### config.mk
export PLATFORM = sky130hd
export DESIGN_NAME = ugt_serial_arbiter
export DESIGN_NICKNAME = d
export VERILOG_FILES = /design/src/rtl/ugt_serial_arbiter.sv
export SDC_FILE = /design/constraint.sdc
export NUM_CORES = 1
export LEC_CHECK = 0
export ABC_CLOCK_PERIOD_IN_PS = 1700
export CORE_ASPECT_RATIO = 0.75
export CORE_MARGIN = 3
export CORE_UTILIZATION = 42
export DETAILED_ROUTE_END_ITERATION = 7
export PLACE_DENSITY = 0.73
export SETUP_SLACK_MARGIN = 0.4
export SYNTH_ARGS = -nofsm -noshare
export SYNTH_HDL_FRONTEND = slang
export SYNTH_SLANG_ARGS = --single-unit
export TNS_END_PERCENT = 5
### constraint.sdc
create_clock -name CLK -period 1.7 [get_ports CLK]
set_input_delay 0.425 -clock CLK [delete_from_list [all_inputs] [get_ports CLK]]
set_output_delay 0.425 -clock CLK [all_outputs]
set_load 0.03 [all_outputs]
### src/rtl/ugt_serial_arbiter.sv
// ugt_serial_arbiter
//
// Purpose:
//   Shares one SLICE-bit subtract-with-carry slice (inverted A plus a full-adder
//   carry chain) among NREQ requesters. Each accepted request is an unsigned
//   WIDTH-bit compare A > B. It is evaluated serially, LSB slice first, over
//   WIDTH/SLICE cycles. Requesters are granted round-robin and are never
//   preempted.
//
// Ports:
//   CLK          in   rising-edge clock
//   ASYNCRESETN  in   asynchronous active-low reset
//   REQ_VALID    in   [NREQ]        request valid per requester
//   REQ_READY    out  [NREQ]        one-hot grant, only while idle
//   REQ_A        in   [NREQ*WIDTH]  operand A, requester i at [i*WIDTH +: WIDTH]
//   REQ_B        in   [NREQ*WIDTH]  operand B, same packing
//   RSP_VALID    out  response valid
//   RSP_READY    in   response consumed on RSP_VALID & RSP_READY
//   RSP_ID       out  [clog2(NREQ)] requester owning the response
//   RSP_GT       out  1 iff A > B
//   RSP_EQ       out  1 iff A == B
//   BUSY         out  high while a compare is running or awaiting pickup

module ugt_serial_arbiter #(
    parameter int WIDTH = 8,
    parameter int SLICE = 2,
    parameter int NREQ  = 2
) (
    input  logic                     CLK,
    input  logic                     ASYNCRESETN,
    input  logic [NREQ-1:0]          REQ_VALID,
    output logic [NREQ-1:0]          REQ_READY,
    input  logic [NREQ*WIDTH-1:0]    REQ_A,
    input  logic [NREQ*WIDTH-1:0]    REQ_B,
    output logic                     RSP_VALID,
    input  logic                     RSP_READY,
    output logic [$clog2(NREQ)-1:0]  RSP_ID,
    output logic                     RSP_GT,
    output logic                     RSP_EQ,
    output logic                     BUSY
);

    localparam int NSLICE = WIDTH / SLICE;
    localparam int IDW    = $clog2(NREQ);
    localparam int IDXW   = (NSLICE > 1) ? $clog2(NSLICE) : 1;

    typedef enum logic [1:0] {
        IDLE = 2'd0,
        RUN  = 2'd1,
        RESP = 2'd2
    } state_t;

    state_t           state_q, state_d;
    logic [IDW-1:0]   last_grant_q, last_grant_d;
    logic [IDW-1:0]   id_q, id_d;
    logic [WIDTH-1:0] a_q, a_d;
    logic [WIDTH-1:0] b_q, b_d;
    logic [IDXW-1:0]  idx_q, idx_d;
    logic             carry_q, carry_d;
    logic             zero_q, zero_d;
    logic             gt_q, gt_d;
    logic             eq_q, eq_d;

    logic             grant_found;
    logic [IDW-1:0]   grant_idx;
    logic             handshake;
    logic [WIDTH-1:0] req_a_sel;
    logic [WIDTH-1:0] req_b_sel;
    logic [SLICE:0]   slice_res;
    logic [SLICE-1:0] slice_sum;
    logic             slice_cout;

    // Round-robin search: start one past the last winner and wrap, so every
    // waiting requester is reached within NREQ grants.
    always_comb begin
        int cand;
        grant_found = 1'b0;
        grant_idx   = '0;
        cand        = 0;
        for (int k = 1; k <= NREQ; k++) begin
            cand = (int'(last_grant_q) + k) % NREQ;
            if (!grant_found && REQ_VALID[IDW'(cand)]) begin
                grant_found = 1'b1;
                grant_idx   = IDW'(cand);
            end
        end
    end

    // The grant is only offered while idle; this is what makes requests
    // non-preemptive and forbids an accept in the response-consume cycle.
    always_comb begin
        REQ_READY = '0;
        if (state_q == IDLE && grant_found) begin
            REQ_READY[grant_idx] = 1'b1;
        end
    end

    assign handshake = |(REQ_VALID & REQ_READY);

    // Operand mux for the winning requester.
    always_comb begin
        req_a_sel = WIDTH'(REQ_A >> (int'(grant_idx) * WIDTH));
        req_b_sel = WIDTH'(REQ_B >> (int'(grant_idx) * WIDTH));
    end

    // The shared slice computes B + ~A + carry on the low SLICE bits of the
    // latched operands. The operands shift right each cycle, so the low bits
    // always hold slice idx. A final carry of 0 means a borrow, i.e. A > B.
    assign slice_res  = {1'b0, b_q[SLICE-1:0]} + {1'b0, ~a_q[SLICE-1:0]}
                      + {{SLICE{1'b0}}, carry_q};
    assign slice_sum  = slice_res[SLICE-1:0];
    assign slice_cout = slice_res[SLICE];

    // Next-state and datapath control for the IDLE / RUN / RESP sequence.
    always_comb begin
        state_d      = state_q;
        last_grant_d = last_grant_q;
        id_d         = id_q;
        a_d          = a_q;
        b_d          = b_q;
        idx_d        = idx_q;
        carry_d      = carry_q;
        zero_d       = zero_q;
        gt_d         = gt_q;
        eq_d         = eq_q;

        unique case (state_q)
            IDLE: begin
                if (handshake) begin
                    a_d          = req_a_sel;
                    b_d          = req_b_sel;
                    id_d         = grant_idx;
                    last_grant_d = grant_idx;
                    idx_d        = '0;
                    carry_d      = 1'b1;
                    zero_d       = 1'b1;
                    state_d      = RUN;
                end
            end
            RUN: begin
                a_d     = a_q >> SLICE;
                b_d     = b_q >> SLICE;
                carry_d = slice_cout;
                zero_d  = zero_q & (slice_sum == '0);
                idx_d   = idx_q + 1'b1;
                if (idx_q == IDXW'(NSLICE - 1)) begin
                    gt_d    = ~slice_cout;
                    eq_d    = zero_q & (slice_sum == '0);
                    state_d = RESP;
                end
            end
            RESP: begin
                if (RSP_READY) begin
                    state_d = IDLE;
                end
            end
            default: begin
                state_d = IDLE;
            end
        endcase
    end

    // State register; reset discards any compare in flight.
    always_ff @(posedge CLK or negedge ASYNCRESETN) begin
        if (!ASYNCRESETN) begin
            state_q      <= IDLE;
            last_grant_q <= IDW'(NREQ - 1);
            id_q         <= '0;
            a_q          <= '0;
            b_q          <= '0;
            idx_q        <= '0;
            carry_q      <= 1'b0;
            zero_q       <= 1'b0;
            gt_q         <= 1'b0;
            eq_q         <= 1'b0;
        end else begin
            state_q      <= state_d;
            last_grant_q <= last_grant_d;
            id_q         <= id_d;
            a_q          <= a_d;
            b_q          <= b_d;
            idx_q        <= idx_d;
            carry_q      <= carry_d;
            zero_q       <= zero_d;
            gt_q         <= gt_d;
            eq_q         <= eq_d;
        end
    end

    assign RSP_VALID = (state_q == RESP);
    assign RSP_ID    = id_q;
    assign RSP_GT    = gt_q;
    assign RSP_EQ    = eq_q;
    assign BUSY      = (state_q != IDLE);

endmodule

==> metrics <==
Yosys reg bits 26; Place WS -0.3463 ns; setup TNS -0.06527 ns; hold slack 0.5008 ns; yosys warns 0; WL final 3635 um; Final Hold Viols 0; DR vias 1248; via/cell ratio 5.426; RSZ-0062 raised after global routing true; Initial Util 46.42%; root buf cell clkbuf_8; Die X 73.88 um; Antenna diodes 0; CTS Buffer Depth 2; failing checks negative setup slack; initial drt markers 61; Clock Skew 0.002416 ns; top_reg_cell synth dfrtp_1; cts bufs inserted 3; synth cell count leaders 25 x dfrtp_1, 17 x nand2_1, 16 x mux2i_1; fin. max-slew vios 0; worst setup path class reg2out; Layout area overhead 46.55%; Synth Area in Compound Gates 20.69%; pin count of the biggest net entering global routing 27; Layout Nets 233; dpl cells 225; EDFF count, synth 0; multiplexer share of the synthesized area 12.59%; IO buf count 43; Cells after Synth 137; hpwl dp 2695 um; Critical Path Source Type register; adder-cell share of the synthesized area 3.621%; First-pass DRT Iterations 4; TritonCTS clock tree yes; Pwr Total 3.460 mW; Worst-path clk slew 0.09 ns; CORE AREA 0.003127 mm2; share of synthesized registers carrying an async set or reset 100.0%; Unique masters post-synth 29; crit end category primary output; vias in the first global route 1278; Power Dens Cells 1627 mW/mm2; GP Congestion 0.8091; Crit Path Max Fanout 6; area share of and/or/nand/nor cells after synthesis 12.67%; Synth top area share 43.10%; gr ovfl total 0; largest family of logic cells by synthesized area compound AO/OA/AOI/OAI gates; # IOs 44; Slew headroom 77.79%; die height 56.91 um; Tightest Hold Check Type reg2reg; Avg Cell Area, Syn 10.59 um2; fin crit period 1.765 ns; mapped cell area 0.001451 mm2; Clock Latency Late Sink 0.27 ns; xor and xnor area share after synthesis 0%; most common cell in the synthesized netlist dfrtp_1; post-route insts no fill 230; layout cells sized above 1 28.65%; # rows 17; DRT antenna net count 0; fmax 0.5665 GHz; status finished, violations left; CTS H-tree lvls 1; biggest area consumer among synthesized cells dfrtp_1; crit share post-route 103.8%; total clock sinks 26; Setup violations, final 1; overall routing resource usage 18.36%; synthesized net count 177; drt wl/cell 15.80 um; sequential share of the synthesized area 44.91%; Peak VDD IR 0.0009373 V; ranking of synthesized cells by area dfrtp_1 43%, mux2i_1 11%, o211ai_1 7.8%, o211ai_2 6.0%, nand2_1 4.4%; Fill cells 232; Leakage Power 0.9450 nW; full die area 0.004205 mm2; Slew @ Worst Pin 0.3331 ns; Setup WS post-layout -0.06527 ns; first-pass GRT wire length 5947 um; Max Cap Viol 0; crit path DAT 1.34 ns; DR DRC count 0; worst path required time 1.27 ns; initial antenna violation count 0
## cells in the final DEF, fill, tap and decap left out, types with 3 or more instances in the layout
master	Yosys	layout
o21ai_1	2	4
nor2_1	7	5
o211ai_1	15	15
mux2i_1	16	15
inv_1	5	3
buf_6	1	6
clkbuf_8	0	4
nand2_1	17	17
a21oi_1	5	4
dfrtp_1	25	25
buf_2	6	3
clkdlybuf4s50_1	0	35
o211ai_2	7	7
buf_4	2	15
## critical path: stages (launching register included)
cell	delay [ns]
dfrtp_1	0.42
buf_6	0.14
nor3b_4	0.19
and2_4	0.18
buf_6	0.13
## area by class of cell
class	count	area [um2]	area share, %
inverter	5	18.77	0.8824
multi-input combinational	96	779.5	36.65
tap	38	47.55	2.235
sequential	26	651.9	30.65
clock buffer	4	55.05	2.588
timing repair buffer	61	574.3	27.00
## worst paths after layout
kind,start,end,slack [ns],cells past startpoint
hold reg to reg,RSP_ID,RSP_ID,0.50,2
setup / recovery,state_q[1],REQ_READY[0],-0.07,4
max in group asynchronous,ASYNCRESETN,last_grant_q,0.88,2
min in group asynchronous,ASYNCRESETN,b_q[1],0.52,2
hold / removal,RSP_ID,RSP_ID,0.50,2
setup reg to reg,state_q[1],b_q[2],0.09,5
## cell families after synthesis
family / count (synthesis)
flip-flops: 26
multiplexers: 18
adder cells (fa/ha/maj): 3
AND/OR/NAND/NOR: 36
AO/OA/AOI/OAI: 39
buffers and inverters: 15
## repair_timing
item                       in CTS  in global routing
hold buffers                    0                  0
resized for setup              37                  7
setup endpoints to repair      31                 29
gates cloned                    0                  0
buffers inserted                1                  0
pin swaps                       8                 10
## per-layer routing
| layer | GRT usage, % | wire (um) | share of wire (%) |
|---|---|---|---|
| met3 | 4.651 | 245 | 6.7 |
| met2 | 29.67 | 1747 | 48 |
| met5 | 0 | 0 | 0 |
| met4 | 6.202 | 78 | 2.1 |
| met1 | 23.83 | 1562 | 43 |
## report_power, final
| part | leakage, nW | switching (mW) | internal, mW |
|---|---|---|---|
| clock network | 0.0288 | 0.188 | 0.207 |
| registers | 0.323 | 0.196 | 0.910 |
| logic | 0.593 | 1.04 | 0.923 |
| total | 0.945 | 1.42 | 2.04 |
## through the flow
step,cell area (um2),util (%)
floorplan,1465,-
global placement,2011,64.31
detailed placement,2011,64.31
CTS,2123,67.91
global route,2127,68.03
finish,2127,68.03
## state kept, by name (all words and copies together) (netlist names)
name / cells
a_q: 8
b_q: 8
idx_q: 2
state_q: 2
RSP_EQ: 1
RSP_GT: 1
RSP_ID: 1
carry_q: 1
last_grant_q: 1
zero_q: 1
Power figures use the tool's default switching activity.
